==> src/rtl/lsu_aligner_if.sv <==
// lsu_aligner_if: request, data-memory and response bundle for the load/store aligner.
interface lsu_aligner_if #(parameter int DW = 32, parameter int AW = 32);
  logic            req_valid;
  logic            req_ready;
  logic [3:0]      req_op;
  logic [AW-1:0]   req_addr;
  logic [DW-1:0]   req_wdata;
  logic            mem_req_valid;
  logic            mem_req_ready;
  logic            mem_wen;
  logic [AW-1:0]   mem_addr;
  logic [DW/8-1:0] mem_wstrb;
  logic [DW-1:0]   mem_wdata;
  logic            mem_rvalid;
  logic [DW-1:0]   mem_rdata;
  logic            resp_valid;
  logic            resp_ready;
  logic [DW-1:0]   resp_data;
  logic            resp_misalign;
  modport slave (
    input  req_valid, req_op, req_addr, req_wdata, mem_req_ready, mem_rvalid, mem_rdata, resp_ready,
    output req_ready, mem_req_valid, mem_wen, mem_addr, mem_wstrb, mem_wdata, resp_valid, resp_data, resp_misalign
  );
  modport master (
    output req_valid, req_op, req_addr, req_wdata, mem_req_ready, mem_rvalid, mem_rdata, resp_ready,
    input  req_ready, mem_req_valid, mem_wen, mem_addr, mem_wstrb, mem_wdata, resp_valid, resp_data, resp_misalign
  );
endinterface

==> src/rtl/lsu_aligner.sv <==
// lsu_aligner: MIPS load/store lane alignment, one memory transaction per request.
// Optional LSU_MISALIGN_TRAP_EN: misaligned LW/SW/halfword ops respond with resp_misalign and skip memory.
module lsu_aligner #(
  parameter int DW = 32,
  parameter int AW = 32
) (
  input logic clk,
  input logic rst,
  lsu_aligner_if.slave bus
);
  localparam int NL = DW / 8;
  localparam int LW = $clog2(NL);
  typedef enum logic [1:0] {IDLE, MEM, WAIT, RESP} state_t;
  state_t state, state_n;
  logic [3:0] op_q, op_in;
  logic [LW-1:0] ea_q, ea_in;
  logic [31:0] rt_q, rt_in, sd, w, lwl, lwr;
  logic [1:0] b_in, b;
  logic [3:0] ss;
  logic [7:0] bt;
  logic [15:0] hw;
  logic ld_in, rsv_in, mis_in;
  logic [DW-1:0] wdata_in, ld_res;
  logic [NL-1:0] wstrb_in;
  always_ff @(posedge clk or posedge rst)
    if (rst) state <= IDLE;
    else state <= state_n;
  always_comb begin
    state_n = state;
    case (state)
      IDLE: state_n = bus.req_valid ? (rsv_in || mis_in ? RESP : MEM) : IDLE;
      MEM:  state_n = bus.mem_req_ready ? (bus.mem_wen ? RESP : WAIT) : MEM;
      WAIT: state_n = bus.mem_rvalid ? RESP : WAIT;
      RESP: state_n = bus.resp_ready ? IDLE : RESP;
      default: state_n = IDLE;
    endcase
    bus.req_ready = state == IDLE;
    bus.mem_req_valid = state == MEM;
    bus.resp_valid = state == RESP;
  end
  // Request side: store data/strobes are built within one 32-bit word, then moved to its word lane.
  always_comb begin
    op_in = bus.req_op;
    ea_in = bus.req_addr[LW-1:0];
    b_in = ea_in[1:0];
    rt_in = bus.req_wdata[31:0];
    rsv_in = op_in > 4'd11;
    ld_in = op_in < 4'd7;
    sd = op_in == 4'd9  ? {24'd0, rt_in[7:0]} << {b_in, 3'd0} :
         op_in == 4'd10 ? {16'd0, rt_in[15:0]} << {b_in[1], 4'd0} :
         op_in == 4'd7  ? rt_in >> {~b_in, 3'd0} :
         op_in == 4'd8  ? rt_in << {b_in, 3'd0} : rt_in;
    ss = op_in == 4'd9  ? 4'b0001 << b_in :
         op_in == 4'd10 ? 4'b0011 << {b_in[1], 1'b0} :
         op_in == 4'd7  ? 4'b1111 >> ~b_in :
         op_in == 4'd8  ? 4'b1111 << b_in : 4'b1111;
    wdata_in = DW'(sd) << {ea_in >> 2, 5'd0};
    wstrb_in = NL'(ss) << {ea_in >> 2, 2'd0};
`ifdef LSU_MISALIGN_TRAP_EN
    mis_in = ((op_in == 4'd0 || op_in == 4'd11) && b_in != 2'd0) ||
             ((op_in == 4'd1 || op_in == 4'd2 || op_in == 4'd10) && b_in[0]);
`else
    mis_in = 1'b0;
`endif
  end
  // Load side: LWL/LWR merge memory bytes over the captured rt value.
  always_comb begin
    b = ea_q[1:0];
    w = 32'(bus.mem_rdata >> {ea_q >> 2, 5'd0});
    bt = 8'(w >> {b, 3'd0});
    hw = 16'(w >> {b[1], 4'd0});
    lwl = (w << {~b, 3'd0}) | (rt_q & ~(32'hFFFF_FFFF << {~b, 3'd0}));
    lwr = (w >> {b, 3'd0}) | (rt_q & ~(32'hFFFF_FFFF >> {b, 3'd0}));
    ld_res = op_q == 4'd1 ? DW'($signed(hw)) :
             op_q == 4'd2 ? DW'(hw) :
             op_q == 4'd3 ? DW'($signed(bt)) :
             op_q == 4'd4 ? DW'(bt) :
             op_q == 4'd5 ? DW'($signed(lwl)) :
             op_q == 4'd6 ? DW'($signed(lwr)) : DW'($signed(w));
  end
  always_ff @(posedge clk or posedge rst)
    if (rst) begin
      op_q <= '0;
      ea_q <= '0;
      rt_q <= '0;
      bus.mem_wen <= 1'b0;
      bus.mem_addr <= '0;
      bus.mem_wstrb <= '0;
      bus.mem_wdata <= '0;
      bus.resp_data <= '0;
      bus.resp_misalign <= 1'b0;
    end else if (state == IDLE && bus.req_valid) begin
      op_q <= op_in;
      ea_q <= ea_in;
      rt_q <= rt_in;
      bus.mem_wen <= !(ld_in || rsv_in);
      bus.mem_addr <= {bus.req_addr[AW-1:LW], {LW{1'b0}}};
      bus.mem_wstrb <= ld_in || rsv_in ? '0 : wstrb_in;
      bus.mem_wdata <= ld_in || rsv_in ? '0 : wdata_in;
      bus.resp_data <= '0;
      bus.resp_misalign <= mis_in;
    end else if (state == WAIT && bus.mem_rvalid) bus.resp_data <= ld_res;
endmodule

==> src/flat_wrapper.sv <==
// flat-port wrapper written by rule: the top's interface ports become plain ports
module lsu_aligner_flat 
#(
  parameter int DW = 32,
  parameter int AW = 32
)
  (clk, rst, bus_req_valid, bus_req_op, bus_req_addr, bus_req_wdata, bus_mem_req_ready, bus_mem_rvalid, bus_mem_rdata, bus_resp_ready, bus_req_ready, bus_mem_req_valid, bus_mem_wen, bus_mem_addr, bus_mem_wstrb, bus_mem_wdata, bus_resp_valid, bus_resp_data, bus_resp_misalign);
  lsu_aligner_if #(.DW(DW), .AW(AW)) bus_i ();
  input logic clk;
  input logic rst;
  input wire logic [$bits(bus_i.req_valid)-1:0] bus_req_valid;
  input wire logic [$bits(bus_i.req_op)-1:0] bus_req_op;
  input wire logic [$bits(bus_i.req_addr)-1:0] bus_req_addr;
  input wire logic [$bits(bus_i.req_wdata)-1:0] bus_req_wdata;
  input wire logic [$bits(bus_i.mem_req_ready)-1:0] bus_mem_req_ready;
  input wire logic [$bits(bus_i.mem_rvalid)-1:0] bus_mem_rvalid;
  input wire logic [$bits(bus_i.mem_rdata)-1:0] bus_mem_rdata;
  input wire logic [$bits(bus_i.resp_ready)-1:0] bus_resp_ready;
  output wire logic [$bits(bus_i.req_ready)-1:0] bus_req_ready;
  output wire logic [$bits(bus_i.mem_req_valid)-1:0] bus_mem_req_valid;
  output wire logic [$bits(bus_i.mem_wen)-1:0] bus_mem_wen;
  output wire logic [$bits(bus_i.mem_addr)-1:0] bus_mem_addr;
  output wire logic [$bits(bus_i.mem_wstrb)-1:0] bus_mem_wstrb;
  output wire logic [$bits(bus_i.mem_wdata)-1:0] bus_mem_wdata;
  output wire logic [$bits(bus_i.resp_valid)-1:0] bus_resp_valid;
  output wire logic [$bits(bus_i.resp_data)-1:0] bus_resp_data;
  output wire logic [$bits(bus_i.resp_misalign)-1:0] bus_resp_misalign;
  assign bus_i.req_valid = bus_req_valid;
  assign bus_i.req_op = bus_req_op;
  assign bus_i.req_addr = bus_req_addr;
  assign bus_i.req_wdata = bus_req_wdata;
  assign bus_i.mem_req_ready = bus_mem_req_ready;
  assign bus_i.mem_rvalid = bus_mem_rvalid;
  assign bus_i.mem_rdata = bus_mem_rdata;
  assign bus_i.resp_ready = bus_resp_ready;
  assign bus_req_ready = bus_i.req_ready;
  assign bus_mem_req_valid = bus_i.mem_req_valid;
  assign bus_mem_wen = bus_i.mem_wen;
  assign bus_mem_addr = bus_i.mem_addr;
  assign bus_mem_wstrb = bus_i.mem_wstrb;
  assign bus_mem_wdata = bus_i.mem_wdata;
  assign bus_resp_valid = bus_i.resp_valid;
  assign bus_resp_data = bus_i.resp_data;
  assign bus_resp_misalign = bus_i.resp_misalign;
  lsu_aligner #(.DW(DW), .AW(AW)) u_core (.clk(clk), .rst(rst), .bus(bus_i));
endmodule
==> config.mk <==
export PLATFORM = sky130hd
export DESIGN_NAME = lsu_aligner_flat
export DESIGN_NICKNAME = d
export VERILOG_FILES = /design/src/rtl/lsu_aligner_if.sv /design/src/rtl/lsu_aligner.sv /design/src/flat_wrapper.sv
export SDC_FILE = /design/constraint.sdc
export NUM_CORES = 1
export LEC_CHECK = 0
export ABC_CLOCK_PERIOD_IN_PS = 6300
export BUFFER_PORTS_ARGS = -buffer_cell sky130_fd_sc_hd__buf_2
export CAP_MARGIN = 5
export CORE_ASPECT_RATIO = 1.2
export CORE_UTILIZATION = 55
export CTS_CLUSTER_SIZE = 20
export DETAILED_ROUTE_END_ITERATION = 6
export PLACE_DENSITY = 0.91
export SETUP_SLACK_MARGIN = 0.1
export SLEW_MARGIN = 40
export SYNTH_ARGS = -nofsm -noshare
export SYNTH_HDL_FRONTEND = slang
export SYNTH_SLANG_ARGS = --single-unit
==> constraint.sdc <==
create_clock -name clk -period 6.3 [get_ports clk]
set_input_delay 0.315 -clock clk [delete_from_list [all_inputs] [get_ports clk]]
set_output_delay 0.315 -clock clk [all_outputs]
set_load 0.03 [all_outputs]
Yosys cells after proc, flatten, opt, wreduce, memory -nomap -nowiden
Index checks and enable logic that the tools add are counted.
- flip-flop bits (word level): 139
- bits in latches: 0
- bits in writable memories: 0
- bits in read-only memories: 0
- bits of input ports: 106
- output and inout bits: 105
- logic and storage cells: 76
- memories: 0
- add/sub/neg operators: 0
- multipliers: 0
- div/mod/pow operators: 0
- $lt $le $gt $ge: 2
- eq/ne operators: 13
- shift operators: 13
- multiplexer cells: 25
- bitwise logic cells: 8
- reduce and logical (&&, ||, !) cells: 6
- operators with widths (kind ; number):
    32-bit 2-to-1 mux ; 13
    32-bit bitwise AND ; 2
    32-bit NOT ; 2
    32-bit OR ; 2
    32-bit by 5-bit left shift with 32-bit output ; 2
    32-bit by 5-bit right shift with 32-bit output ; 2
    16-bit by 5-bit left shift with 32-bit output ; 1
    32-bit by 5-bit left shift with 32-bit output, first input constant ; 1
    8-bit by 5-bit left shift with 32-bit output ; 1
    32-bit by 5-bit right shift with 16-bit output ; 1
    32-bit by 5-bit right shift with 32-bit output, first input constant ; 1
    4-bit 2-to-1 mux ; 5
    4-bit by 3-bit equality test with 1-bit output, second input constant ; 4
    4-bit equality test, second input constant ; 3
    4-bit by 2-bit equality test with 1-bit output, second input constant ; 2
    2-bit 2-to-1 mux ; 4
    2-bit case mux with 4 select lines ; 1
    2-bit equality test, second input constant ; 2
    4-bit by 1-bit equality test with 1-bit output, second input constant ; 1
    4-bit greater-than comparator, second input constant ; 1
    4-bit by 3-bit less-than comparator with 1-bit output, second input constant ; 1
    2-bit NOT ; 2
    1-bit by 2-bit left shift with 4-bit output, first input constant ; 1
    2-bit by 2-bit left shift with 4-bit output, first input constant ; 1
    9 further kinds ; 11

Depth between registers and ports, before layout
- depth after elaboration: 12
- mapped depth: 8
- depth with buffers taken out: 5

Worst setup path before layout
OpenSTA, ideal clock, no wires.
- path kind: reg-to-reg
- start: register u_core.state[0]
- end: register u_core.bus.mem_wstrb[0]
- setup time: 121 ps
- data arrival time: 1765 ps
- setup slack: 4414 ps
- cell stages (with the launch flop): 8
- path buffers: 3
- cells stage by stage: dfrtp_1 clkbuf_1 nor2_1 nand2_1 buf_2 clkbuf_1 nand2_1 nand2_1
- longest elaborated chain between the ends: 2
- ends and longest elaborated chain (item ; RTL line ; source):
    start, declared ; lsu_aligner.sv:14 ; state_t state, state_n;
    start signal, assigned ; lsu_aligner.sv:27 ; else state <= state_n;
    2-bit logical NOT ; - ;
    named net bus_req_ready ; flat_wrapper.sv:19 ; output wire logic [$bits(bus_i.req_ready)-1:0] bus_req_ready;
    1-bit logical AND ; lsu_aligner.sv:92 ; end else if (state == IDLE && bus.req_valid) begin
    end signal, assigned ; lsu_aligner.sv:98 ; bus.mem_wstrb <= ld_in || rsv_in ? '0 : wstrb_in;
    end, declared ; lsu_aligner_if.sv:22 ; output req_ready, mem_req_valid, mem_wen, mem_addr, mem_wstrb, mem_wdata, resp_valid, resp_data, resp_misalign
The timed path passes the listed nets, and every way through them passes these cells.
A chain may end at the register's enable or synchronous reset.

Worst setup path after layout
- start: register u_core.op_q[1]
- end: register u_core.bus.resp_data[26]
- longest elaborated chain between the ends: 9
- ends and longest elaborated chain (item ; RTL line ; source):
    start, declared ; lsu_aligner.sv:15 ; logic [3:0] op_q, op_in;
    start signal, assigned ; lsu_aligner.sv:93 ; op_q <= op_in;
    4-bit by 3-bit equality test with 1-bit output ; lsu_aligner.sv:79 ; op_q == 4'd6 ? DW'($signed(lwr)) : DW'($signed(w));
    32-bit 2-to-1 mux ; lsu_aligner.sv:79 ;
    32-bit 2-to-1 mux ; lsu_aligner.sv:78 ; op_q == 4'd5 ? DW'($signed(lwl)) :
    32-bit 2-to-1 mux ; lsu_aligner.sv:77 ; op_q == 4'd4 ? DW'(bt) :
    32-bit 2-to-1 mux ; lsu_aligner.sv:76 ; op_q == 4'd3 ? DW'($signed(bt)) :
    32-bit 2-to-1 mux ; lsu_aligner.sv:75 ; op_q == 4'd2 ? DW'(hw) :
    32-bit 2-to-1 mux (*) ; lsu_aligner.sv:74 ; ld_res = op_q == 4'd1 ? DW'($signed(hw)) :
    32-bit 2-to-1 mux (*) ; lsu_aligner.sv:102 ; end else if (state == WAIT && bus.mem_rvalid) bus.resp_data <= ld_res;
    32-bit 2-to-1 mux (*) ; lsu_aligner.sv:92 ;
    end signal, assigned ; lsu_aligner.sv:102 ;
    end, declared ; lsu_aligner_if.sv:22 ;
Every way passes the cells marked *; elsewhere a longest branch is shown, timed or not. The select of a mux whose other input is x is not followed.

==> flow_metrics.env <==
export IMPL_final_nets=1308
export IMPL_grt_pass1_wl_um=48300
export IMPL_min_period_ns=2.94
export IMPL_leakage_nw=5.06
export IMPL_critPathLaunch="u_core.op_q[1]"
export IMPL_number_of_global_route_vias_before_repair=8670
export IMPL_synth_compound_gate_area_share_pct=23.2
export IMPL_floorplan_initialDensity_pct=57.0
export IMPL_tritoncts="done"
export IMPL_timing_critical_path_slowest_cell_delay_ns=0.79
export IMPL_max_slew_worst_pin_slew_ns=0.902
export IMPL_critical_path_max_fanout=19
export IMPL_timing_critical_path_depth=5
export IMPL_largest_area_contributor_in_the_synthesized_netlist="dfrtp_1"
export IMPL_via_count=9442
export IMPL_cp_buf_inv_count=0
export IMPL_hold_path_class="in -> reg"
export IMPL_rows=50
export IMPL_clockRootBuffer="clkbuf_16"
export IMPL_dp_cells=1389
export IMPL_globalRoute_totalOverflow=0
export IMPL_first_pass_iters=6
export IMPL_final_hold_violation_count=0
export IMPL_post_synthesis_simple_gate_area_fraction_pct=20.3
export IMPL_io_pin_count=211
export IMPL_top_family_by_delay_on_critical_path="simple AND/OR/NAND/NOR gates"
export IMPL_yosys_warnings=0
export IMPL_max_cap_violations=0
export IMPL_antenna_violating_nets_post_route=0
export IMPL_grt_max_degree=83
export IMPL_synth_area_um2=8990
export IMPL_worst_setup_path_endpoint="u_core.bus.resp_data[26]"
export IMPL_post_synth_mux_area_share_pct=12.1
export IMPL_post_synth_xor_area_fraction_pct=0.0974
export IMPL_post_dp_cell_area_um2=9990
export IMPL_hold_path_startpoint="bus_req_addr[13]"
export IMPL_core_ar_um2=15800
export IMPL_gp_congestion=0.997
export IMPL_syn_instance_count=1058
export IMPL_viasPerCell=6.64
export IMPL_design_die_area_um2=16900
export IMPL_drtIter0Drc=1165
export IMPL_worst_case_hold_slack_ns=0.0651
export IMPL_main_area_contributors_after_synthesis="dfrtp_1, nand2_1, mux2i_1"
export IMPL_reg2reg_to="u_core.bus.resp_data[26]"
export IMPL_most_instantiated_library_cell_after_synthesis="nand2_1"
export IMPL_timing_critical_path_cells="nand4bb_1 -> nor2_4 -> mux2_2 -> a221oi_1 -> o21ai_0"
export IMPL_port_buffers=207
export IMPL_synth_edf_count=0
export IMPL_grt_util_met3_pct=8.21
export IMPL_grt_use_met1_pct=48.2
export IMPL_grt_busiest_layer="met2"
export IMPL_tritoncts_num_buffers=17
export IMPL_finalClockSkew_ns=0.0101
export IMPL_insertion_delay_ns=0.43
export IMPL_crit_type="reg -> reg"
export IMPL_tritoncts_num_sinks=139
export IMPL_cts_resized=0
export IMPL_synth_top_flop_cell="dfrtp_1"
export IMPL_synth_top_area_share_pct=38.7
export IMPL_worst_endpoint_required_ns=6.60
export IMPL_max_freq_mhz=340
export IMPL_post_drt_wl_per_cell_um=22.0
export IMPL_worst_r2r_startpoint="u_core.op_q[1]"
export IMPL_max_vdd_ir_drop_uv=316
export IMPL_cp_slowest_cell="nand4bb_1"
export IMPL_worst_setup_path_end_kind="flop"
export IMPL_adder_cell_share_of_the_synthesized_area_pct=0
export IMPL_area_growth_pct=18.0
export IMPL_cts_max_level=4
export IMPL_rr_worst_depth=5
export IMPL_power_density_nw_per_um2=516
export IMPL_synth_yosys_seq_area_share_pct=38.7
export IMPL_postSynthAreaPerCell_um2=8.50
export IMPL_flop_and_latch_count_out_of_synthesis=139
export IMPL_yosysUniqueCellTypes=65
export IMPL_fin_cells=1423
export IMPL_clk_path_buf_depth=2
export IMPL_finalCritPeriodShare_pct=46.7
export IMPL_chipWidth_um=119
export IMPL_worst_setup_hold_path_clk_slew_ns=0.07
export IMPL_grtUsageMet2_pct=57.6
export IMPL_drc=0
export IMPL_largest_family_of_logic_cells_by_synthesized_area="compound AO/OA/AOI/OAI gates"
export IMPL_grt_setup_unrepaired="false"
export IMPL_timing_slew_headroom_pct=39.2
export IMPL_track_usage_pct=37.1
export IMPL_hpwl_detailed_um=21900
export IMPL_regToRegSetupSlack_ns=3.36
export IMPL_drive_above_1_share_pct=25.9
export IMPL_grt_antenna_before_repair=0
export IMPL_async_reset_ff_share_pct=100
export IMPL_num_antenna_cells=0
export IMPL_synth_top_cells_by_count="nand2_1, dfrtp_1, nor2_1, a21oi_1, clkbuf_1"
export IMPL_placement_setup_worst_slack_ns=3.43
export IMPL_post_route_worst_setup_slack_ns=3.36
export IMPL_floorplan_die_height_um=142
export IMPL_worstSetupStartpointType="flop"
export IMPL_cp_arrival_ns=3.24
export IMPL_wl_um=31300
export IMPL_design_area_um2=10600
export IMPL_tns_ns=0
export IMPL_outcome="finished, final reports clean"
export IMPL_report_final_slew_viol_count=0
export IMPL_final_setup_viol_count=0
==> area by class of cell <==
class                   count  area [um2]
repair buffers            218        1140
fillers                  1333        5160
flip-flops and latches    139        3480
clock buffers              18         429
multi-input cells         806        5080
clock inverters            14         129
well taps                 208         260
inverters                  20        80.1
==> placed cells by master (no fill, tap or decap), types with 4 or more instances in the layout <==
cell type,count
nor2_1,79
nor2b_1,5
nand2b_1,11
o21ai_0,39
a21o_1,5
a21oi_1,64
inv_8,4
and3_1,13
a22o_1,20
buf_4,8
dfrtp_1,137
buf_2,207
mux2i_1,42
o221ai_1,14
a211oi_1,6
o2bb2ai_1,4
a31oi_1,33
o22ai_1,21
nor3_1,13
nand3_1,10
a32o_1,16
inv_1,18
clkbuf_16,17
a221oi_1,37
nand2_1,259
mux2_2,25
mux4_2,17
a221o_1,6
inv_6,6
o211ai_1,9
==> cells by family (layout without fill, tap and decap cells) <==
kind of cell | after synthesis | count (layout)
other cells | 1 | 3
flops | 139 | 139
xor+xnor | 1 | 1
compound gates | 297 | 297
simple gates | 421 | 421
buf+inv | 115 | 270
mux | 84 | 84
==> flip-flops by register name (all words and copies together), names as in the netlist <==
signal and cells:
u_core.rt_q 32, u_core.bus.mem_wdata 32, u_core.state 2, u_core.bus.mem_addr 30, u_core.b 2, u_core.op_q 4
u_core.bus.resp_data 32, u_core.bus.mem_wstrb 4, u_core.bus.mem_wen 1
==> per-layer routing <==
metal  share of wire (%)  wire (um)
met3                  11       3590
met1                  37      11600
met4                 5.6       1740
met5                   0          0
met2                  46      14400
==> how the worst min path moves through the flow <==
stage	to	cells after the start	slack (ns)
global route	u_core.bus.mem_addr[31]	3	0.06
floorplan	u_core.bus.mem_addr[10]	2	0.42
detailed placement	u_core.bus.resp_data[2]	2	0.41
CTS	u_core.bus.mem_addr[13]	3	0.06
finish	u_core.bus.mem_addr[13]	3	0.07
global placement	u_core.bus.resp_data[4]	2	0.40
==> worst min-delay path: cells and delay by family <==
kind                   cells  cell delay (ns)
AND/OR/NAND/NOR            2             0.08
buffers and inverters      1             0.07
==> metrics by stage <==
| step | utilization, % | power [mW] |
|---|---|---|
| floorplan | - | 3.63 |
| global placement | 63.2 | 4.36 |
| detailed placement | 63.4 | 4.43 |
| CTS | 67.0 | 5.41 |
| global route | 67.3 | 5.75 |
| finish | 67.3 | 5.47 |
==> power breakdown <==
part	total (mW)	switching [mW]	internal (mW)	leakage (nW)
Clock	0.971	0.450	0.521	0.266
Sequential	1.65	0.342	1.31	1.75
Combinational	2.85	1.88	0.966	3.05
Total	5.47	2.68	2.79	5.06
==> what timing repair did <==
action | in CTS | in global routing
endpoints found under the hold margin | 57 | 0
hold buffers | 1 | 0
setup buffers | 0 | 0
(Power assumes the default switching activity.)
